### src/rtl/serial_acc_bank_if.sv
// serial_acc_bank_if: bundles the bit-serial link, control and readback signals of serial_acc_bank.
// Ports (master = controller side): bit_in, bit_valid, clear, sel drive the bank;
// data_out, byte_out, byte_valid, frame_err, count, status come back from it.
interface serial_acc_bank_if #(
  parameter int DEPTH = 16,
  parameter int WIDTH = 8
);
  logic                       bit_in;
  logic                       bit_valid;
  logic                       clear;
  logic [$clog2(DEPTH)-1:0]   sel;
  logic [WIDTH-1:0]           data_out;
  logic [WIDTH-1:0]           byte_out;
  logic                       byte_valid;
  logic                       frame_err;
  logic [$clog2(DEPTH):0]     count;
  logic [7:0]                 status;

  modport master (
    output bit_in, bit_valid, clear, sel,
    input  data_out, byte_out, byte_valid, frame_err, count, status
  );

  modport slave (
    input  bit_in, bit_valid, clear, sel,
    output data_out, byte_out, byte_valid, frame_err, count, status
  );
endinterface

### src/rtl/serial_acc_bank.sv
// serial_acc_bank: deserialises an MSB-first bit stream into bytes stored in a circular register bank.
// Latency: byte_valid/byte_out one cycle after the 8th strobe; data_out one cycle after sel.
// Backpressure: none -- every strobe is accepted, a full bank overwrites its oldest entry (ovf).
// Ports: clk, nRst (sync, active-low); bus (slave modport) carries bit_in/bit_valid/clear/sel in and
// data_out/byte_out/byte_valid/frame_err/count/status out.
module serial_acc_bank #(
  parameter int DEPTH   = 16,
  parameter int WIDTH   = 8,
  parameter int TIMEOUT = 64
) (
  input  logic                clk,
  input  logic                nRst,
  serial_acc_bank_if.slave    bus
);

  localparam int PW   = $clog2(DEPTH);
  localparam int CNTW = PW + 1;
  localparam int BW   = $clog2(WIDTH);
  localparam int TW   = $clog2(TIMEOUT);

  localparam logic [0:0] ST_IDLE = 1'b0;
  localparam logic [0:0] ST_RECV = 1'b1;

  localparam logic [7:0] STATUS_RST = 8'h10;

  // state
  logic [0:0]       r_state;
  logic [WIDTH-1:0] r_sh;
  logic [BW-1:0]    r_bit_cnt;
  logic [TW-1:0]    r_idle;
  logic [PW-1:0]    r_wr_ptr;
  logic [CNTW-1:0]  r_count;
  logic             r_ovf;
  logic             r_ferr;
  logic [WIDTH-1:0] r_bank [DEPTH];
  logic [WIDTH-1:0] r_data_out;
  logic [WIDTH-1:0] r_byte_out;
  logic             r_byte_valid;
  logic             r_frame_err;
  logic [7:0]       r_status;

  // next-state
  logic [0:0]       w_state_n;
  logic [WIDTH-1:0] w_sh_n;
  logic [BW-1:0]    w_bit_cnt_n;
  logic [TW-1:0]    w_idle_n;
  logic [CNTW-1:0]  w_count_n;
  logic             w_ovf_n;
  logic             w_ferr_n;
  logic             w_wr;
  logic             w_tmo;
  logic             w_full;
  logic [WIDTH-1:0] w_assembled;
  logic [7:0]       w_status_n;

  assign w_assembled = {r_sh[WIDTH-2:0], bus.bit_in};
  assign w_full      = (r_count == CNTW'(DEPTH));

  always_comb begin
    w_state_n   = r_state;
    w_sh_n      = r_sh;
    w_bit_cnt_n = r_bit_cnt;
    w_idle_n    = r_idle;
    w_wr        = 1'b0;
    w_tmo       = 1'b0;
    case (r_state)
      ST_IDLE: begin
        // Idle counter is frozen here: waiting for the first bit is not a framing problem.
        if (bus.bit_valid) begin
          w_sh_n      = w_assembled;
          w_bit_cnt_n = BW'(1);
          w_idle_n    = '0;
          w_state_n   = ST_RECV;
        end
      end
      default: begin
        if (bus.bit_valid) begin
          w_sh_n   = w_assembled;
          w_idle_n = '0;
          if (r_bit_cnt == BW'(WIDTH - 1)) begin
            w_wr        = 1'b1;
            w_bit_cnt_n = '0;
            w_state_n   = ST_IDLE;
          end else begin
            w_bit_cnt_n = r_bit_cnt + BW'(1);
          end
        end else if (r_idle == TW'(TIMEOUT - 1)) begin
          // Counter already shows TIMEOUT-1 idle cycles: this idle cycle is the last one allowed.
          w_tmo       = 1'b1;
          w_sh_n      = '0;
          w_bit_cnt_n = '0;
          w_idle_n    = '0;
          w_state_n   = ST_IDLE;
        end else begin
          w_idle_n = r_idle + TW'(1);
        end
      end
    endcase
  end

  // Fill level saturates; a write into a full bank replaces the oldest entry and flags overflow.
  always_comb begin
    w_count_n = r_count;
    w_ovf_n   = r_ovf;
    w_ferr_n  = r_ferr | w_tmo;
    if (w_wr) begin
      if (w_full) begin
        w_ovf_n = 1'b1;
      end else begin
        w_count_n = r_count + CNTW'(1);
      end
    end
  end

  // Status is built from next-state values so the register reflects the state after this edge.
  assign w_status_n = {w_ovf_n, w_ferr_n, (w_count_n == CNTW'(DEPTH)),
                       (w_count_n == '0), 1'b0, w_bit_cnt_n};

  always_ff @(posedge clk) begin
    if (!nRst || bus.clear) begin
      // clear matches reset for everything it touches, and it wins over a same-cycle strobe.
      r_state      <= ST_IDLE;
      r_sh         <= '0;
      r_bit_cnt    <= '0;
      r_idle       <= '0;
      r_wr_ptr     <= '0;
      r_count      <= '0;
      r_ovf        <= 1'b0;
      r_ferr       <= 1'b0;
      r_data_out   <= '0;
      r_byte_out   <= '0;
      r_byte_valid <= 1'b0;
      r_frame_err  <= 1'b0;
      r_status     <= STATUS_RST;
      for (int i = 0; i < DEPTH; i++) begin
        r_bank[i] <= '0;
      end
    end else begin
      r_state      <= w_state_n;
      r_sh         <= w_sh_n;
      r_bit_cnt    <= w_bit_cnt_n;
      r_idle       <= w_idle_n;
      r_count      <= w_count_n;
      r_ovf        <= w_ovf_n;
      r_ferr       <= w_ferr_n;
      r_byte_valid <= w_wr;
      r_frame_err  <= w_tmo;
      r_status     <= w_status_n;
      // Read of the slot being written returns its old contents; new data shows next cycle.
      r_data_out   <= r_bank[bus.sel];
      if (w_wr) begin
        r_bank[r_wr_ptr] <= w_assembled;
        r_byte_out       <= w_assembled;
        r_wr_ptr         <= r_wr_ptr + PW'(1);
      end
    end
  end

  assign bus.data_out   = r_data_out;
  assign bus.byte_out   = r_byte_out;
  assign bus.byte_valid = r_byte_valid;
  assign bus.frame_err  = r_frame_err;
  assign bus.count      = r_count;
  assign bus.status     = r_status;

endmodule

### src/flat_wrapper.sv
// flat-port wrapper written by rule: the top's interface ports become plain ports
module serial_acc_bank_flat 
#(
  parameter int DEPTH   = 16,
  parameter int WIDTH   = 8,
  parameter int TIMEOUT = 64
)
  (clk, nRst, bus_bit_in, bus_bit_valid, bus_clear, bus_sel, bus_data_out, bus_byte_out, bus_byte_valid, bus_frame_err, bus_count, bus_status);
  serial_acc_bank_if #(.DEPTH(DEPTH), .WIDTH(WIDTH)) bus_i ();
  input  logic clk;
  input  logic nRst;
  input wire logic [$bits(bus_i.bit_in)-1:0] bus_bit_in;
  input wire logic [$bits(bus_i.bit_valid)-1:0] bus_bit_valid;
  input wire logic [$bits(bus_i.clear)-1:0] bus_clear;
  input wire logic [$bits(bus_i.sel)-1:0] bus_sel;
  output wire logic [$bits(bus_i.data_out)-1:0] bus_data_out;
  output wire logic [$bits(bus_i.byte_out)-1:0] bus_byte_out;
  output wire logic [$bits(bus_i.byte_valid)-1:0] bus_byte_valid;
  output wire logic [$bits(bus_i.frame_err)-1:0] bus_frame_err;
  output wire logic [$bits(bus_i.count)-1:0] bus_count;
  output wire logic [$bits(bus_i.status)-1:0] bus_status;
  assign bus_i.bit_in = bus_bit_in;
  assign bus_i.bit_valid = bus_bit_valid;
  assign bus_i.clear = bus_clear;
  assign bus_i.sel = bus_sel;
  assign bus_data_out = bus_i.data_out;
  assign bus_byte_out = bus_i.byte_out;
  assign bus_byte_valid = bus_i.byte_valid;
  assign bus_frame_err = bus_i.frame_err;
  assign bus_count = bus_i.count;
  assign bus_status = bus_i.status;
  serial_acc_bank #(.DEPTH(DEPTH), .WIDTH(WIDTH), .TIMEOUT(TIMEOUT)) u_core (.clk(clk), .nRst(nRst), .bus(bus_i));
endmodule
### config.mk
export PLATFORM = sky130hd
export DESIGN_NAME = serial_acc_bank_flat
export DESIGN_NICKNAME = d
export VERILOG_FILES = /design/src/rtl/serial_acc_bank_if.sv /design/src/rtl/serial_acc_bank.sv /design/src/flat_wrapper.sv
export SDC_FILE = /design/constraint.sdc
export NUM_CORES = 1
export LEC_CHECK = 0
export CORE_UTILIZATION = 55
export DETAILED_ROUTE_END_ITERATION = 7
export PLACE_DENSITY = 0.74
export SETUP_SLACK_MARGIN = 0.1
export SKIP_LAST_GASP = 1
export SYNTH_ARGS = -nofsm -noshare
export SYNTH_HDL_FRONTEND = slang
export SYNTH_SLANG_ARGS = --single-unit
### constraint.sdc
create_clock -name clk -period 2.9 [get_ports clk]
set_input_delay 0.435 -clock clk [delete_from_list [all_inputs] [get_ports clk]]
set_output_delay 0.435 -clock clk [all_outputs]
set_load 0.01 [all_outputs]
### Word level (Yosys, flattened, before mapping)

Memories as Yosys holds them, arrays and structs flattened. A register that Yosys moved wholly into a read port is not among the register bits.
Cells that the tools add are included.

| cells by class | value |
|---|---|
| reductions and logical operators | 7 |
| bitwise operators | 1 |
| equality and inequality tests | 4 |
| add/subtract/negate cells | 4 |
| mux-type cells | 36 |

Operator list:

| cell | count |
|---|---|
| $mux W7 | 4 |
| $mux W6 | 4 |
| $mux W1 | 19 |
| $mux W3 | 5 |
| $eq A5 B5 Y1 const B | 2 |
| $mux W5 | 2 |
| $mux W8 | 1 |
| $reduce_or A8 Y1 | 1 |
| $add A6 B1 Y6 const B | 1 |
| $eq A6 B6 Y1 const B | 1 |
| $add A5 B1 Y5 const B | 1 |
| $logic_not A5 Y1 | 1 |
| $add A4 B1 Y4 const B | 1 |
| $mux W4 | 1 |
| $reduce_bool A2 Y1 | 2 |
| $add A3 B1 Y3 const B | 1 |
| $eq A3 B3 Y1 const B | 1 |
| $reduce_and A2 Y1 | 1 |
| $logic_not A1 Y1 | 1 |
| $logic_or A1 B1 Y1 | 1 |
| $or A1 B1 Y1 | 1 |

| storage, ports and cells | value |
|---|---|
| bits in writable memories | 128 |
| flip-flop bits (word level) | 46 |
| bits of input ports | 9 |
| output and inout bits | 31 |
| memories | 1 |
| logic and storage cells | 66 |

Memories:

| memory | words | width | rd ports | clocked after Yosys merged registers in | write ports | line | source |
|---|---|---|---|---|---|---|---|
| u_core.r_bank | 16 | 8 | 1 | 1 | 16 | serial_acc_bank.sv:35 | `logic [WIDTH-1:0] r_bank [DEPTH];` |

### Longest topological paths before layout

| logic depth | value |
|---|---|
| depth in word-level cells | 9 |
| depth in mapped cells | 8 |
| gate-level depth less buffers | 6 |

### Worst setup path after synthesis

No wires, ideal clock.

| timing path | value |
|---|---|
| path kind | reg-to-reg |
| from | register u_core.bus.status[0] (netlist name) |
| to | memory u_core.r_bank[11][0] (enable) |
| data required time | 2.516 ns |
| library setup time | 0.384 ns |
| slack | 0.676 ns |
| cell stages (with the launch flop) | 7 |
| path buffers | 1 |
| data arrival time | 1.840 ns |
| period minus slack after synthesis | 2.224 ns |
| cells stage by stage | dfxtp_1 > ha_1 > ha_1 > and3_1 > buf_4 > nand3_2 > o21ai_0 |

RTL lines:

| what | line |
|---|---|
| end: declaration | serial_acc_bank.sv:35 |

==> results.cfg <==
[grt]
grt_pass1_wl_um = 26000
grt.total_usage = 0.244
grt_antenna_before_repair = 0
grt_max_degree = 33
grt_pass1_vias = 4703
grt_overflow = 0

[critical_path]
end_kind = register
worstPathMaxFanout = 9
crit_type = reg2reg
worstSetupStartpointType = register
critPathArrivalTime_ns = 2.54
cp.required_ns = 2.99

[logic_synthesis]
synthesis.nets = 611
synth_top_area_frac = 0.490
ys_warn_count = 0
synth_area_leaders = edfxtp_1 (49%), dfxtp_1 (12%), and2_1 (10%)
synth-main-ff-cell = edfxtp_1
synth_edf_count = 128
synth_area_per_cell_um2 = 13.2
yosysTopAreaCell = edfxtp_1
synth-seq-area-share = 0.612
synth_seq_cells = 176
ys_types = 44
synthCells = 593
syn_area_um2 = 7850
synthArstFlopShare = 0

[clock_network]
clk_latency_ns = 0.43
cts.sinks = 176
numCtsBuffers = 17
post-cts-setup-buffers = 0
clk_pin_slew_worst_paths_ns = 0.06
clk_path_buf_depth = 2
root_buffer = clkbuf_16
cts_resized = 0
cts_htree_levels = 4
cts_tree = yes
hold_buffers = 0

[timing]
hold_slack_ns = 0.462
fin_worst_skew_ns = 0.00636
layout_setup_ws_ns = 0.452
fin_crit_sh = 0.844
slew-limit-headroom = 0.406
max_freq_mhz = 409
period_needed_ns = 2.45
setup-violations-final = 0
final_max_slew_viol_count = 0
final_hold_viol_count = 0
rsz0062_at_grt = no
tns_ns = 0
tightest_slew_ns = 0.890

[power]
combPwrFrac = 0.049
p_int_uw = 4310
ir_worst_vdd_mv = 0.318
switching_power_uw = 1100
cellLeakagePower_uw = 0.00333
power_frac_seq = 0.522
p_per_area_nw_per_um2 = 596
p_clk_frac = 0.429
p_sw_frac = 0.204
power_uw = 5410

[run]
drv_cap = 0

[status]
outcome = finished clean

[place]
dp_cells = 792
port_buffers = 38
hpwlAfterDp_um = 11100
gp_congestion = 0.838
dpl_worst_slack_ns = 0.329

[finish]
fillCellCount = 1025
multi_input_area_um2 = 2830
fin_nets = 649
seqCellArea_um2 = 4800
syn_to_final_growth_pct = 15.7
layoutNonFillerInstCount = 824
drive_above_1_share = 0.154
diodes = 0
mostFrequentLayoutCells = and2_1 (128), edfxtp_1 (128), dfxtp_1 (48)

[drt]
wire_per_inst_um = 19.9
drt-initial-drc-count = 415
drt_first_pass_iters = 6
drtAntennaViolNets = 0
drt-total-wl_um = 16400
vias_per_cell = 5.73
num_vias = 4719
route.detailed.drc = 0

[floorplan]
core-area_um2 = 13900
die_height_um = 121
start_util = 0.566
die_w_um = 121
row_count = 43
dieArea_um2 = 14800
ioPinCount = 40

[hold_path]
hp-class = reg2reg
-- worst max-delay path: stages, from the launching register on --
cell,delay (ns)
dfxtp_1,0.38
ha_1,0.18
ha_1,0.23
and3_1,0.38
nand3_2,0.20
nor3_2,0.34
nand2b_1,0.39
-- logic make-up (layout without fill, tap and decap cells) --
family / Yosys count / count (layout) / synth area share
xor gates and xnor gates: 7 / 7 / 0.00781
buffers and inverters: 48 / 99 / 0.0279
other: 1 / 1 / 0.000478
AOI/OAI and AO/OA: 60 / 60 / 0.0432
adders and majority gates: 9 / 9 / 0.0143
and+or+nand+nor: 243 / 243 / 0.181
DFF: 176 / 176 / 0.612
muxes: 49 / 49 / 0.113
-- layer usage --
layer	wire length, µm	global-route usage
met1	6850	0.309
met4	313	0.0849
met5	0	0
met2	8410	0.418
met3	858	0.0470
-- through the flow --
step                instance area (µm²)  utilization
CTS                                9080        0.654
floorplan                          7850            -
global route                       9080        0.654
detailed placement                 8460        0.609
finish                             9080        0.654
global placement                   8460        0.609
-- cells in the mapped netlist, drive strengths merged (5+ instances only) --
master / instances
nor3: 14
mux4: 32
clkbuf: 25
mux2i: 17
nand3: 10
nor2: 23
o21ai: 17
o22ai: 8
dfxtp: 48
nand2b: 10
and2: 128
ha: 9
xor2: 5
buf: 19
edfxtp: 128
nand4: 5
a21oi: 26
nand2: 35
nand3b: 7
-- path summary, 6_finish.rpt --
| check | start | cells past startpoint | slack [ns] | end |
|---|---|---|---|---|
| worst max-delay path | u_core.bus.status[0] | 6 | 0.45 | u_core.r_bank[2][1] |
| worst min register to register | u_core.bus.byte_out[5] | 2 | 0.46 | u_core.bus.byte_out[5] |
| worst max register to register | u_core.bus.status[0] | 6 | 0.45 | u_core.r_bank[2][1] |
| worst min-delay path | u_core.bus.byte_out[5] | 2 | 0.46 | u_core.bus.byte_out[5] |
-- registers in the layout, indices dropped and copies added, names as in the netlist --
signal,count
u_core.bus.frame_err,1
u_core.bus.byte_valid,1
u_core.r_idle,6
u_core.bus.byte_out,8
u_core.r_ovf,1
u_core.bus.data_out,8
u_core.bus.count,5
u_core.r_sh,7
u_core.r_wr_ptr,4
u_core.bus.status,6
u_core.r_state,1
u_core.r_bank,128
-- final cells by class --
| type | instances | share of cell area |
|---|---|---|
| tap | 180 | 0.0248 |
| inverter | 4 | 0.00165 |
| clock inverter | 5 | 0.00358 |
| multi-input combinational | 369 | 0.311 |
| clock buffer | 27 | 0.0648 |
| timing repair buffer | 63 | 0.0648 |
| sequential | 176 | 0.529 |
-- power by group through the flow --
stage	registers (µW)	clock network [µW]	logic (µW)
2_1_floorplan	2860	0	176
3_3_place_gp	2880	0	265
3_5_place_dp	2880	0	269
4_1_cts	2830	2340	270
5_1_grt	2830	2450	287
6_report	2830	2320	267
No activity file was read; power rests on OpenSTA's default activity.
